`config.mk`:
```
export PLATFORM = sky130hd
export DESIGN_NAME = mem_arbiter_rr_pipe
export DESIGN_NICKNAME = d
export VERILOG_FILES = /design/src/rtl/mem_arb_pkg.sv /design/src/rtl/mem_arb_tag_fifo.sv /design/src/rtl/mem_arbiter_rr_pipe.sv
export SDC_FILE = /design/constraint.sdc
export NUM_CORES = 1
export LEC_CHECK = 0
export BUFFER_PORTS_ARGS = -buffer_cell sky130_fd_sc_hd__buf_2
export CORE_AREA = 2 2 308 310
export DETAILED_ROUTE_END_ITERATION = 10
export DIE_AREA = 0 0 310 312
export GPL_ROUTABILITY_DRIVEN = 1
export GPL_TIMING_DRIVEN = 0
export PLACE_DENSITY = 0.33
export SLEW_MARGIN = 0
export SYNTH_ARGS = -nofsm -noshare
export SYNTH_HDL_FRONTEND = slang
export SYNTH_SLANG_ARGS = --single-unit
```
`constraint.sdc`:
```
create_clock -name clk -period 4 [get_ports clk]
set_input_delay 0.8 -clock clk [delete_from_list [all_inputs] [get_ports clk]]
set_output_delay 0.8 -clock clk [all_outputs]
set_load 0.02 [all_outputs]
```
`src/rtl/mem_arb_pkg.sv`:
```
// Shared types and helpers for the round-robin pipelined memory arbiter.
package mem_arb_pkg;

  // Port 0 is the host DMA requester with absolute priority.
  localparam int unsigned DMA_PORT = 0;

  // Widest port ID needed for the largest legal configuration (16 ports).
  localparam int unsigned PORT_ID_MAX_W = 4;

  typedef logic [PORT_ID_MAX_W-1:0] port_id_t;

  // Bits needed to hold a port ID for a given port count.
  function automatic int unsigned port_id_w(input int unsigned num_ports);
    return (num_ports > 1) ? $clog2(num_ports) : 1;
  endfunction

endpackage

```
`src/rtl/mem_arb_tag_fifo.sv`:
```
// Synchronous tag FIFO holding the port IDs of reads in flight, in issue order.
module mem_arb_tag_fifo #(
  parameter int unsigned W     = 2,
  parameter int unsigned DEPTH = 4
) (
  input  logic                           clk,
  input  logic                           rst_n,
  input  logic                           push,
  input  logic                           pop,
  input  logic [W-1:0]                   din,
  output logic [W-1:0]                   dout,
  output logic [$clog2(DEPTH+1)-1:0]     count,
  output logic                           empty,
  output logic                           full
);

  localparam int unsigned AW = (DEPTH > 1) ? $clog2(DEPTH) : 1;
  localparam int unsigned CW = $clog2(DEPTH+1);

  logic [W-1:0]  mem [DEPTH];
  logic [AW-1:0] wr_ptr;
  logic [AW-1:0] rd_ptr;
  logic          do_push;
  logic          do_pop;

  assign empty   = (count == '0);
  assign full    = (count == CW'(DEPTH));
  assign do_push = push && !full;
  assign do_pop  = pop && !empty;
  assign dout    = mem[rd_ptr];

  // Storage array; contents are don't-care until written, so no reset.
  always_ff @(posedge clk) begin
    if (do_push) mem[wr_ptr] <= din;
  end

  // Pointer and occupancy tracking.
  always_ff @(posedge clk or negedge rst_n) begin
    if (!rst_n) begin
      wr_ptr <= '0;
      rd_ptr <= '0;
      count  <= '0;
    end else begin
      if (do_push) wr_ptr <= (wr_ptr == AW'(DEPTH-1)) ? '0 : wr_ptr + 1'b1;
      if (do_pop)  rd_ptr <= (rd_ptr == AW'(DEPTH-1)) ? '0 : rd_ptr + 1'b1;
      case ({do_push, do_pop})
        2'b10:   count <= count + 1'b1;
        2'b01:   count <= count - 1'b1;
        default: count <= count;
      endcase
    end
  end

endmodule

```
`src/rtl/mem_arbiter_rr_pipe.sv`:
```
// N-port shared-memory arbiter: DMA port 0 has priority, cores 1..N-1 are
// round-robin, reads are pipelined with in-order responses routed by a tag FIFO.
// Optional feature macro: MEM_ARB_STARVE_GUARD_EN (forces a core grant after
// STARVE_LIMIT consecutive DMA grants while a core is waiting).
module mem_arbiter_rr_pipe
  import mem_arb_pkg::*;
#(
  parameter int unsigned NUM_PORTS       = 4,
  parameter int unsigned ADDR_W          = 64,
  parameter int unsigned DATA_W          = 64,
  parameter int unsigned MAX_OUTSTANDING = 4,
  parameter int unsigned STARVE_LIMIT    = 8
) (
  input  logic                        clk,
  input  logic                        rst_n,
  input  logic [NUM_PORTS-1:0]        req,
  input  logic [NUM_PORTS-1:0]        we,
  input  logic [NUM_PORTS*ADDR_W-1:0] addr,
  input  logic [NUM_PORTS*DATA_W-1:0] wdata,
  output logic [NUM_PORTS-1:0]        gnt,
  output logic [NUM_PORTS-1:0]        valid,
  output logic [DATA_W-1:0]           rdata,
  output logic                        mem_req,
  output logic                        mem_we,
  output logic [ADDR_W-1:0]           mem_addr,
  output logic [DATA_W-1:0]           mem_wdata,
  input  logic                        mem_ready,
  input  logic                        mem_valid,
  input  logic [DATA_W-1:0]           mem_rdata,
  output logic                        err_unexp
);

  localparam int unsigned PORT_ID_W = port_id_w(NUM_PORTS);
  localparam int unsigned CNT_W     = $clog2(MAX_OUTSTANDING+1);

  logic [PORT_ID_W-1:0] tag_head;
  logic [CNT_W-1:0]     tag_count;
  logic                 tag_empty;
  logic                 tag_full;
  logic [NUM_PORTS-1:0] eligible;
  port_id_t             ptr;
  port_id_t             core_win;
  port_id_t             win;
  logic                 core_found;
  logic                 starve_hit;
  logic                 issue;
  logic                 issue_we;
  logic [ADDR_W-1:0]    addr_sel;
  logic [DATA_W-1:0]    wdata_sel;
  logic                 push;
  logic                 pop;

  // Reads need a free tag slot (registered count); writes are never blocked.
  assign eligible = req & (we | {NUM_PORTS{~tag_full}});

  // Round-robin search over cores: first pass from ptr upward, second pass wraps to 1.
  always_comb begin
    core_found = 1'b0;
    core_win   = port_id_t'(1);
    for (int unsigned p = 1; p < NUM_PORTS; p++) begin
      if (!core_found && eligible[p] && (p >= 32'(ptr))) begin
        core_found = 1'b1;
        core_win   = port_id_t'(p);
      end
    end
    for (int unsigned p = 1; p < NUM_PORTS; p++) begin
      if (!core_found && eligible[p] && (p < 32'(ptr))) begin
        core_found = 1'b1;
        core_win   = port_id_t'(p);
      end
    end
  end

  // Final winner selection and mux of the winner's request fields.
  always_comb begin
    win       = port_id_t'(DMA_PORT);
    issue     = 1'b0;
    issue_we  = 1'b0;
    addr_sel  = '0;
    wdata_sel = '0;
    if (mem_ready) begin
      if (eligible[DMA_PORT] && !starve_hit) begin
        win   = port_id_t'(DMA_PORT);
        issue = 1'b1;
      end else if (core_found) begin
        win   = core_win;
        issue = 1'b1;
      end
    end
    for (int unsigned p = 0; p < NUM_PORTS; p++) begin
      if (32'(win) == p) begin
        issue_we  = we[p];
        addr_sel  = addr[p*ADDR_W +: ADDR_W];
        wdata_sel = wdata[p*DATA_W +: DATA_W];
      end
    end
  end

  assign push = issue && !issue_we;
  assign pop  = mem_valid && !tag_empty;

  mem_arb_tag_fifo #(
    .W     (PORT_ID_W),
    .DEPTH (MAX_OUTSTANDING)
  ) u_tag_fifo (
    .clk   (clk),
    .rst_n (rst_n),
    .push  (push),
    .pop   (pop),
    .din   (win[PORT_ID_W-1:0]),
    .dout  (tag_head),
    .count (tag_count),
    .empty (tag_empty),
    .full  (tag_full)
  );

  // Issue stage: registered grant, memory command and round-robin pointer.
  always_ff @(posedge clk or negedge rst_n) begin
    if (!rst_n) begin
      gnt       <= '0;
      mem_req   <= 1'b0;
      mem_we    <= 1'b0;
      mem_addr  <= '0;
      mem_wdata <= '0;
      ptr       <= port_id_t'(1);
    end else begin
      gnt     <= issue ? (NUM_PORTS'(1) << win) : '0;
      mem_req <= issue;
      mem_we  <= issue && issue_we;
      if (issue) begin
        mem_addr  <= addr_sel;
        mem_wdata <= wdata_sel;
      end
      if (issue && (win != port_id_t'(DMA_PORT)))
        ptr <= (32'(win) == NUM_PORTS-1) ? port_id_t'(1) : win + 1'b1;
    end
  end

  // Response stage: route returned data to the port at the FIFO head.
  always_ff @(posedge clk or negedge rst_n) begin
    if (!rst_n) begin
      valid     <= '0;
      rdata     <= '0;
      err_unexp <= 1'b0;
    end else begin
      valid <= pop ? (NUM_PORTS'(1) << tag_head) : '0;
      if (pop) rdata <= mem_rdata;
      if (mem_valid && tag_empty) err_unexp <= 1'b1;
    end
  end

`ifdef MEM_ARB_STARVE_GUARD_EN
  localparam int unsigned SW = $clog2(STARVE_LIMIT+1);
  logic [SW-1:0] starve_cnt;

  assign starve_hit = core_found && (starve_cnt >= SW'(STARVE_LIMIT));

  // Count consecutive DMA grants taken while a core was waiting.
  always_ff @(posedge clk or negedge rst_n) begin
    if (!rst_n) begin
      starve_cnt <= '0;
    end else if (issue) begin
      if (win != port_id_t'(DMA_PORT)) starve_cnt <= '0;
      else if (core_found)             starve_cnt <= starve_cnt + 1'b1;
    end
  end
`else
  assign starve_hit = 1'b0;
`endif

endmodule

```
# Yosys cells after proc, flatten, opt, wreduce, memory -nomap -nowiden
# Memory sizes are Yosys's and may differ from the RTL's.
# Index checks and enable logic that the tools add are counted.
[word_totals]
out_inout_bits = 203
ramBits = 8
mem_count = 1
register_bits = 214
input_bits = 588
word_cells = 104
[classes]
n_lt_le_gt_ge = 6
n_addsub = 5
n_mux = 37
bitwise = 3
reduce_logical = 30
n_eq_ne = 8
n_shift = 2
[memory_table]
columns = ["memory", "depth", "word_bits", "read_ports", "rd_clocked_by_memory_dff", "write_ports", "line_no", "source"]
rows = [
  ["u_tag_fifo.mem", 4, 2, 1, 0, 1, "mem_arb_tag_fifo.sv:20", "logic [W-1:0] mem [DEPTH];"],
]
[op_table]
columns = ["op", "count"]
rows = [
  ["64-bit two-way mux", 8],
  ["4-bit two-way mux", 8],
  ["1-bit logical AND", 18],
  ["1-bit two-way mux", 15],
  ["2-bit two-way mux", 5],
  ["4-bit by 2-bit == test with 1-bit output (second input constant)", 2],
  ["2-bit by 4-bit >= comparator with 1-bit output (first input constant)", 2],
  ["1-bit zero test", 8],
  ["2-bit by 4-bit less-than comparator with 1-bit output (first input constant)", 2],
  ["2-bit == test (second input constant)", 3],
  ["3-bit one-hot mux with 2 select lines", 1],
  ["2-bit by 1-bit adder with 2-bit output (second input constant)", 2],
  ["4-bit by 1-bit adder with 4-bit output (second input constant)", 1],
  ["4-bit bitwise AND", 1],
  ["4-bit by 1-bit == test with 1-bit output (second input constant)", 1],
  ["1-bit by 4-bit >= comparator with 1-bit output (first input constant)", 1],
  ["4-bit zero test", 1],
  ["1-bit by 4-bit less-than comparator with 1-bit output (first input constant)", 1],
  ["4-bit OR", 1],
  ["4-bit nonzero test", 1],
  ["1-bit by 2-bit << shifter with 4-bit output (first input constant)", 1],
  ["1-bit by 4-bit << shifter with 4-bit output (first input constant)", 1],
  ["3-bit by 1-bit adder with 3-bit output (second input constant)", 1],
  ["3-bit == test (second input constant)", 1],
  ["5 further kinds", 5],
]

# Logic depth before layout (Yosys ltp)
# Gate-level depths: netlist of the first run.
[depth]
word_depth = 39
depth_mapped = 16

# Cells and area by module
# A second synthesis of the first run with hierarchy kept.
[hier_totals]
cells_unflattened = 1120
hier_area_um2 = 12494.5
[by_module_without_submodules]
columns = ["module", "n_inst", "seq_area_each_um2", "area_per_inst_um2", "cells_each"]
rows = [
  ["mem_arbiter_rr_pipe", 1, 5131.2, 11722.5, 1070],
  ["mem_arb_tag_fifo", 1, 415.4, 772.0, 50],
]

# Worst setup path before layout of the first run
# Ideal clock, no wire load.
[synth_path]
kind = "input-to-reg"
from = "in we[2]"
to = "reg u_tag_fifo.count[1]"
cell_stages = 13
setup_slack_ns = -0.139
arrival_ns = 4.056
n_path_buf = 1
cell_sequence = "or4b_1 > and2_1 > a221oi_1 > ha_1 > clkbuf_1 > nor2b_1 > a211oi_1 > a211oi_1 > inv_1 > ha_1 > inv_1 > fa_1 > o21ai_0"
[synth_between]
elab_chain_cells = 34
elab_cells_between_ends = 47
cone_classes = "eq/ne: 5; mux: 21; bitwise: 2; reduce/logical: 19"
[synth_rtl]
columns = ["item", "line_no", "source"]
rows = [
  ["start, declared", "mem_arbiter_rr_pipe.sv:17", "input logic [NUM_PORTS-1:0] we,"],
  ["4-bit OR (*)", "mem_arbiter_rr_pipe.sv:54", "assign eligible = req & (we | {NUM_PORTS{~tag_full}});"],
  ["4-bit bitwise AND (*)", "mem_arbiter_rr_pipe.sv:54", ""],
  ["1-bit logical AND (2 in series)", "mem_arbiter_rr_pipe.sv:61", "if (!core_found && eligible[p] && (p >= 32'(ptr))) begin"],
  ["1-bit two-way mux", "mem_arbiter_rr_pipe.sv:61", ""],
  ["1-bit zero test", "mem_arbiter_rr_pipe.sv:61", ""],
  ["1-bit logical AND (2 in series)", "mem_arbiter_rr_pipe.sv:61", ""],
  ["1-bit two-way mux", "mem_arbiter_rr_pipe.sv:61", ""],
  ["1-bit zero test", "mem_arbiter_rr_pipe.sv:67", "if (!core_found && eligible[p] && (p < 32'(ptr))) begin"],
  ["[... 14 more ...]", "n/a", ""],
  ["net u_tag_fifo.din[0]", "mem_arb_tag_fifo.sv:10", "input logic [W-1:0] din,"],
  ["4-bit zero test", "mem_arbiter_rr_pipe.sv:91", "if (32'(win) == p) begin"],
  ["1-bit two-way mux (3 in series)", "mem_arbiter_rr_pipe.sv:91", ""],
  ["1-bit two-way mux (*)", "mem_arbiter_rr_pipe.sv:91", ""],
  ["1-bit zero test (*)", "mem_arbiter_rr_pipe.sv:99", "assign push = issue && !issue_we;"],
  ["1-bit logical AND (*)", "mem_arbiter_rr_pipe.sv:99", ""],
  ["1-bit logical AND (*)", "mem_arb_tag_fifo.sv:28", "assign do_push = push && !full;"],
  ["2-bit by 1-bit == test with 1-bit output or 2-bit == test (tied branches)", "mem_arb_tag_fifo.sv:46", "case ({do_push, do_pop})"],
  ["3-bit one-hot mux with 2 select lines or 2-bit nonzero test (tied branches)", "n/a", ""],
  ["end signal, assigned", "mem_arb_tag_fifo.sv:47", "2'b10: count <= count + 1'b1;"],
  ["end signal, assigned", "mem_arb_tag_fifo.sv:48", "2'b01: count <= count - 1'b1;"],
  ["end signal, assigned", "mem_arb_tag_fifo.sv:49", "default: count <= count;"],
  ["end, declared", "mem_arb_tag_fifo.sv:12", "output logic [$clog2(DEPTH+1)-1:0] count,"],
]
# Mark *: on every way through the listed nets, which the timed path passes. The rest lies on a longest branch.
# A chain may end at the register's enable or synchronous reset.

# Final worst setup path of the first run
[layout_path]
from = "reg u_tag_fifo.count[0]"
to = "reg mem_addr[16]"
[layout_between]
elab_chain_cells = 34
elab_cells_between_ends = 45
cone_classes = "eq/ne: 4; mux: 21; bitwise: 3; reduce/logical: 17"
[layout_rtl]
columns = ["item", "line_no", "source"]
rows = [
  ["3-bit == test (*)", "mem_arb_tag_fifo.sv:27", "assign full = (count == CW'(DEPTH));"],
  ["1-bit NOT (*)", "mem_arbiter_rr_pipe.sv:54", ""],
  ["4-bit OR (*)", "mem_arbiter_rr_pipe.sv:54", ""],
  ["4-bit bitwise AND (*)", "mem_arbiter_rr_pipe.sv:54", ""],
  ["1-bit logical AND", "mem_arbiter_rr_pipe.sv:61", ""],
  ["1-bit two-way mux", "mem_arbiter_rr_pipe.sv:61", ""],
  ["1-bit zero test", "mem_arbiter_rr_pipe.sv:61", ""],
  ["1-bit logical AND (2 in series)", "mem_arbiter_rr_pipe.sv:61", ""],
  ["[... 13 more ...]", "n/a", ""],
  ["1-bit zero test", "mem_arbiter_rr_pipe.sv:67", ""],
  ["1-bit logical AND (2 in series)", "mem_arbiter_rr_pipe.sv:67", ""],
  ["4-bit two-way mux or 1-bit two-way mux (tied branches)", "mem_arbiter_rr_pipe.sv:67", ""],
  ["4-bit two-way mux", "mem_arbiter_rr_pipe.sv:85", "end else if (core_found) begin"],
  ["4-bit two-way mux", "mem_arbiter_rr_pipe.sv:82", "if (eligible[DMA_PORT] && !starve_hit) begin"],
  ["4-bit two-way mux", "mem_arbiter_rr_pipe.sv:81", "if (mem_ready) begin"],
  ["4-bit zero test", "mem_arbiter_rr_pipe.sv:91", ""],
  ["64-bit two-way mux (4 in series)", "mem_arbiter_rr_pipe.sv:91", ""],
  ["end signal, assigned", "mem_arbiter_rr_pipe.sv:131", "mem_addr <= addr_sel;"],
  ["end, declared", "mem_arbiter_rr_pipe.sv:25", "output logic [ADDR_W-1:0] mem_addr,"],
]
# Every way passes the cells marked *; elsewhere a longest branch is shown, timed or not.

==> results.sh, run 1 <==
export IMPL_run_status="completed"
export IMPL_slew_violations=0
export IMPL_area_growth_pct=55.1
export IMPL_synth_compound_area_share_pct=17.8
export IMPL_grt_max_degree=106
export IMPL_async_flop_share_pct=96.4
export IMPL_p_leak_nw=9.08
export IMPL_grt_pass1_wl_mm=103
export IMPL_nNetsFinal=2678
export IMPL_ys_seq_elements=220
export IMPL_start_util_pct=13.4
export IMPL_antenna_found_initial=31
export IMPL_instances_no_fill=3364
export IMPL_synth_simple_gate_area_share_pct=17.8
export IMPL_min_path_type="input pin to async pin"
export IMPL_rsz0062_at_grt="yes"
export IMPL_worst_setup_path_type="register to register"
export IMPL_cp_max_fo=11
export IMPL_fill_cells=10500
export IMPL_io_buffers=790
export IMPL_min_period_ns=3.81
export IMPL_path_clk_slew_ns=0.06
export IMPL_ioPinCount=791
export IMPL_via_count=13500
export IMPL_yosysWarningCount=0
export IMPL_required_ns=4.47
export IMPL_regArea_sq_um=5550
export IMPL_gp_congestion=0.871
export IMPL_syn_avg_cell_area_sq_um=9.91
export IMPL_slowest_stage="or4b_1"
export IMPL_synth_area_leaders="dfrtp_1 (42%), nand2_1 (9.9%), a221oi_1 (9.0%), o31ai_1 (7.7%), mux2_2 (7.1%)"
export IMPL_yosysTopAreaCell="dfrtp_1"
export IMPL_grt_pass1_vias=14400
export IMPL_yosys_area_share_adder_pct=1.27
export IMPL_end_kind="register"
export IMPL_synth_cell_type_count=41
export IMPL_synth_xor_area_share_pct=0.211
export IMPL_wl_per_cell_um=22.1
export IMPL_cts_max_level=1
export IMPL_drtPass1Iterations=5
export IMPL_ant_nets=0
export IMPL_cp_data_arrival_time_ns=4.28
export IMPL_whs_ns=0.0504
export IMPL_drt_vias_per_instance=4.01
export IMPL_synth_edf_count=8
export IMPL_cts_tree="built"
export IMPL_multiInputGateArea_sq_um=6520
export IMPL_syn_num_nets=1855
export IMPL_p_per_area_nw_per_um2=600
export IMPL_cpPeakStageDelay_ns=0.56
export IMPL_hold_violations=0
export IMPL_row_count=112
export IMPL_cts_buffers=30
export IMPL_synth_top_family_by_area="simple AND/OR/NAND/NOR gates"
export IMPL_worstMarginPinSlew_ns=1.08
export IMPL_place_hpwl_mm=60.6
export IMPL_start_kind="register"
export IMPL_cts_root_buffer="clkbuf_16"
export IMPL_synthMuxAreaShare_pct=14.0
export IMPL_insertion_delay_ns=0.60
export IMPL_drtIter0Drc=706
export IMPL_drive_gt1_share_pct=49.7
export IMPL_cts_hold_fix_buffers=0
export IMPL_yosysMostFrequentCell="nand2_1"
export IMPL_ys_flop_type="dfrtp_1"
export IMPL_fin_worst_skew_ns=0.0154
export IMPL_period_share_pct=95.2
export IMPL_cts_buffer_depth=3
export IMPL_clock_sinks=220
export IMPL_core_sq_um=93000
export IMPL_grtUsageTotal_pct=14.6
export IMPL_die_area_sq_um=96700
export IMPL_drt_total_wl_mm=74.2
export IMPL_synth_top_area_share_pct=42.4
export IMPL_netlist_instances=1255
export IMPL_ys_seq_area_share_pct=44.6
export IMPL_cap_violations=0
export IMPL_slew_headroom_pct=27.8
export IMPL_setup_viol=0
export IMPL_drc_errors=0
export IMPL_dpl_cell_count=3301
export IMPL_ys_top_cells_by_count="nand2_1 (329), dfrtp_1 (211), nor2b_1 (129)"
export IMPL_netlist_area_sq_um=12400
export IMPL_fmax_ghz=0.262
export IMPL_die_w_um=310
export IMPL_peakVddDrop_uv=319
export IMPL_die_height_um=312
export IMPL_grt_overflow=0
export IMPL_critical_path_cell_chain="or4b_1, nand2_1, o21ba_2, or3_1, ha_4, clkbuf_4, clkbuf_1, a221oi_1, o31ai_1, mux2_4"
[area by class of cell]
| type | count | area share [%] |
|---|---|---|
| antenna | 8 | 0.104 |
| timing repair buffer | 794 | 20.9 |
| buffer | 113 | 2.90 |
| multi-input combinational | 908 | 33.8 |
| inverter | 11 | 0.214 |
| sequential | 220 | 28.7 |
| clock buffer | 42 | 4.28 |
| clock inverter | 14 | 0.973 |
| tap | 1254 | 8.13 |
[critical path: cells and delay by family (launching register included)]
family                     cells  cell delay [ns]
and+or+nand+nor                3             1.14
AOI/OAI and AO/OA              3             0.87
buffers and inverters          2             0.67
DFF                            1             0.44
muxes                          1             0.28
adders and majority gates      1             0.24
[final timing paths]
check | from | end | slack (ns) | cells past startpoint
worst max-delay path | u_tag_fifo.count[0]$_DFFE_PN0P_ | mem_addr[16]$_DFFE_PN0P_ | 0.19 | 10
worst min-delay path | rst_n | mem_addr[39]$_DFFE_PN0P_ | 0.05 | 1
worst max register to register | u_tag_fifo.count[0]$_DFFE_PN0P_ | mem_addr[16]$_DFFE_PN0P_ | 0.19 | 10
worst min register to register | rdata[9]$_DFFE_PN0P_ | rdata[9]$_DFFE_PN0P_ | 0.47 | 2
max in group asynchronous | rst_n | mem_wdata[37]$_DFFE_PN0P_ | 3.11 | 2
min in group clk | mem_rdata[23] | rdata[23]$_DFFE_PN0P_ | 0.39 | 3
[logic make-up (layout without fill, tap and decap cells)]
group	count (synthesis)	in the layout
fa+ha+maj	12	12
xor+xnor	3	3
compound gates	273	273
buf+inv	127	974
simple gates	485	485
other cells	0	8
mux	135	135
flops	220	220
[placed cells by master, fill, tap and decap left out, types with 3 or more instances in the layout]
| cell | instances |
|---|---|
| a221oi_1 | 118 |
| buf_2 | 798 |
| mux2_2 | 78 |
| and2_1 | 10 |
| or4b_1 | 4 |
| a21oi_1 | 3 |
| clkbuf_4 | 7 |
| ha_4 | 3 |
| buf_4 | 4 |
| mux2_4 | 53 |
| nor3_1 | 3 |
| clkbuf_1 | 76 |
| clkinv_2 | 7 |
| dfrtp_1 | 211 |
| clkbuf_2 | 16 |
| a221oi_2 | 9 |
| nand2_1 | 329 |
| buf_1 | 3 |
| diode_2 | 8 |
| bufinv_16 | 4 |
| o31ai_2 | 3 |
| o31ai_1 | 124 |
| clkbuf_16 | 30 |
| nor2_1 | 3 |
| inv_1 | 10 |
| buf_6 | 8 |
| edfxtp_1 | 8 |
| ha_1 | 7 |
| clkbuf_8 | 4 |
| nor2b_1 | 129 |
[report_power, final]
group | leakage (nW) | internal (W) | switching (W)
Combinational | 5.92 | 0.00205 | 0.00318
Sequential | 2.66 | 0.00308 | 0.000462
Clock | 0.497 | 0.00169 | 0.00111
Total | 9.08 | 0.00682 | 0.00475
[what timing repair did]
| item | in CTS | in global routing |
|---|---|---|
| buffers inserted | 0 | 2 |
| resized for setup | 54 | 14 |
| setup endpoints to repair | 144 | 41 |
| cloned | 0 | 0 |
| pin swaps | 0 | 3 |
[flip-flops by register name, summed over array words and instances, names as in the netlist, 2 cells and up]
register and cells:
u_tag_fifo.count 3, ptr 2, u_tag_fifo.rd_ptr 2, u_tag_fifo.mem 8
rdata 64, mem_wdata 64, mem_addr 64, valid 4
gnt 4, u_tag_fifo.wr_ptr 2
[metal layers]
metal  GRT usage (%)  vias to the layer above  wire (um)
li1                -                     6195          -
met1            17.6                     6546      30000
met2            25.7                      594      36500
met3            3.74                      118       5560
met4            3.62                       22       1970
met5               0                        -        151
[metrics by stage]
stage / TNS (ns) / power (W) / instance area, sq um / utilization [%] / setup slack [ns]
finish: 0 / 0.0116 / 19300 / 20.7 / 0.190
global route: -0.0465 / 0.0124 / 19300 / 20.7 / -0.0465
CTS: 0 / 0.0118 / 19200 / 20.7 / 0.00317
detailed placement: -220.42 / 0.00882 / 18000 / 19.4 / -2.19
global placement: -697.70 / 0.00880 / 18000 / 19.3 / -2.26
floorplan: 0 / 0.00652 / 12500 / - / 0.0505
Power figures use the tool's default switching activity.
==> inputs of run 2 (changes only) <==
- CORE_AREA: 2 2 308 310 -> 2 2 307 309
- DIE_AREA: 0 0 310 312 -> 0 0 309 311
- PLACE_DENSITY: 0.33 -> 0.32
- clock period: 4 -> 4.1 ns (I/O delays scaled with it)
==> run 2 against run 1 <==
  * Clock power about the same
  * First-iteration DRC count is 0.28% higher
  * Sequential share of layout area barely moved
  * Register-to-register slack got worse by 0.04 ns
==> results.sh, run 2 (synthesis gave the netlist of run 1 again) <==
export IMPL_run_status="completed"
export IMPL_final_cell_mix="buf_2 (799), nand2_1 (327), dfrtp_1 (209)"
export IMPL_row_count=112
export IMPL_drt_total_wl_mm=72.3
export IMPL_end_kind="register"
export IMPL_switching_share_pct=41.2
export IMPL_cts_tree="built"
export IMPL_intPower_w=0.00670
export IMPL_drtIter0Drc=708
export IMPL_grtUsageTotal_pct=14.3
export IMPL_power_frac_comb_pct=44.8
export IMPL_holdPathStages=3
export IMPL_min_path_type="input pin to register"
export IMPL_core_sq_um=92800
export IMPL_min_to="rdata[31]$_DFFE_PN0P_"
export IMPL_worst_r2r_path_depth=11
export IMPL_cts_buffers=31
export IMPL_hold_violations=0
export IMPL_timing_reg2reg_setup_slack_ns=0.15
export IMPL_worstMarginPinSlew_ns=1.15
export IMPL_peakVddDrop_uv=215
export IMPL_start_util_pct=13.4
export IMPL_grt_overflow=0
export IMPL_ioPinCount=791
export IMPL_crit_buf_inv=3
export IMPL_slew_headroom_pct=23.3
export IMPL_required_ns=4.64
export IMPL_fill_cells=10500
export IMPL_seq_power_share_pct=30.3
export IMPL_cap_violations=0
export IMPL_power_switching_w=0.00469
export IMPL_min_period_ns=3.95
export IMPL_hold_start="mem_rdata[31]"
export IMPL_path_clk_slew_ns=0.06
export IMPL_antenna_found_initial=29
export IMPL_multiInputGateArea_sq_um=6480
export IMPL_grt_pass1_wl_mm=101
export IMPL_tns_ns=0
export IMPL_grt_max_degree=107
export IMPL_drtPass1Iterations=6
export IMPL_die_area_sq_um=96100
export IMPL_drt_vias_per_instance=3.95
export IMPL_slowest_stage="or4b_1"
export IMPL_p_per_area_nw_per_um2=590
export IMPL_area_growth_pct=55.3
export IMPL_drc_errors=0
export IMPL_ant_nets=0
export IMPL_worst_setup_path_type="register to register"
export IMPL_fmax_ghz=0.253
export IMPL_setup_viol=0
export IMPL_gp_congestion=0.871
export IMPL_cp_data_arrival_time_ns=4.49
export IMPL_regArea_sq_um=5550
export IMPL_cpPeakStageDelay_ns=0.58
export IMPL_die_w_um=309
export IMPL_io_buffers=790
export IMPL_reg_largest_list="mem_addr (64), mem_wdata (64), rdata (64)"
export IMPL_pwr_share_clk_pct=24.9
export IMPL_cp_max_fo=10
export IMPL_drive_gt1_share_pct=49.3
export IMPL_fin_worst_skew_ns=0.0122
export IMPL_cts_buffer_depth=3
export IMPL_cts_root_buffer="clkbuf_16"
export IMPL_r2r_end="mem_addr[51]$_DFFE_PN0P_"
export IMPL_critical_path_cell_chain="or4b_1, a22oi_2, or3_4, ha_1, nor2b_1, clkbuf_8, buf_4, buf_2, a221oi_1, o31ai_1, mux2_4"
export IMPL_final_common_cell="buf_2"
export IMPL_insertion_delay_ns=0.60
export IMPL_grt_pass1_vias=14500
export IMPL_clock_sinks=220
export IMPL_p_leak_nw=9.07
export IMPL_cts_max_level=1
export IMPL_start_kind="register"
export IMPL_period_share_pct=96.4
export IMPL_die_height_um=311
export IMPL_nNetsFinal=2682
export IMPL_wl_per_cell_um=21.4
export IMPL_whs_ns=0.415
export IMPL_place_hpwl_mm=59.6
export IMPL_cp_top_family="compound AO/OA/AOI/OAI gates"
export IMPL_slew_violations=0
export IMPL_rr_startpoint="u_tag_fifo.count[1]$_DFFE_PN0P_"
export IMPL_via_count=13300
==> run 2: worst max path at each step <==
stage / start / end / slack [ns] / depth (start not counted)
after floorplan: we[1] / u_tag_fifo.count[1]$_DFFE_PN0P_ / 0.02 / 14
after global placement: we[1] / mem_addr[60]$_DFFE_PN0P_ / -2.22 / 14
after detailed placement: we[1] / mem_addr[62]$_DFFE_PN0P_ / -1.98 / 12
after CTS: u_tag_fifo.count[0]$_DFFE_PN0P_ / u_tag_fifo.count[2]$_DFFE_PN0P_ / 0.008 / 15
after global routing: u_tag_fifo.count[1]$_DFFE_PN0P_ / mem_addr[60]$_DFFE_PN0P_ / -0.04 / 11
final: u_tag_fifo.count[1]$_DFFE_PN0P_ / mem_addr[51]$_DFFE_PN0P_ / 0.15 / 11
==> run 2: timing repair <==
item                                    in CTS  in global routing
setup buffers                                2                  2
hold buffers                                 1                  0
gates resized for setup                     33                 12
hold endpoints to repair                     8                  0
endpoints found under the setup margin     144                 22
pin swaps                                    1                  3
==> run 2: area by class of cell <==
| type | count | share of cell area, % |
|---|---|---|
| sequential | 220 | 28.7 |
| timing repair buffer | 797 | 21.0 |
| inverter | 11 | 0.214 |
| antenna | 11 | 0.142 |
| buffer | 113 | 2.78 |
| tap | 1254 | 8.12 |
| clock buffer | 42 | 4.64 |
| multi-input combinational | 908 | 33.5 |
| clock inverter | 16 | 0.867 |
==> run 2: worst min-delay path, cell delays in order <==
cell     delay (ns)
buf_2          0.07
nand2_1        0.04
nand2_1        0.05
==> run 2: stage by stage <==
step | worst slack, ns | instances | utilization, % | power [W] | area (sq um)
floorplan | 0.0192 | 1255 | - | 0.00636 | 12400
global placement | -2.22 | 3299 | 19.4 | 0.00860 | 18000
detailed placement | -1.98 | 3301 | 19.4 | 0.00861 | 18000
CTS | 0.00797 | 3359 | 20.7 | 0.0116 | 19200
global route | -0.0408 | 3369 | 20.8 | 0.0122 | 19300
finish | 0.147 | 3372 | 20.8 | 0.0114 | 19300
==> run 2: power by group through the flow <==
| stage | registers, W | logic [W] | clock network, W |
|---|---|---|---|
| finish | 0.00345 | 0.00511 | 0.00284 |
| global route | 0.00356 | 0.00552 | 0.00307 |
| CTS | 0.00345 | 0.00520 | 0.00299 |
| detailed placement | 0.00348 | 0.00514 | 0 |
| global placement | 0.00347 | 0.00513 | 0 |
| floorplan | 0.00439 | 0.00196 | 0 |
==> run 2: layer usage <==
layer / routed length [um] / track usage [%]
met4: 3000 / 5.68
met5: 70 / 0
met1: 28400 / 16.5
met2: 35100 / 24.6
met3: 5720 / 4.30
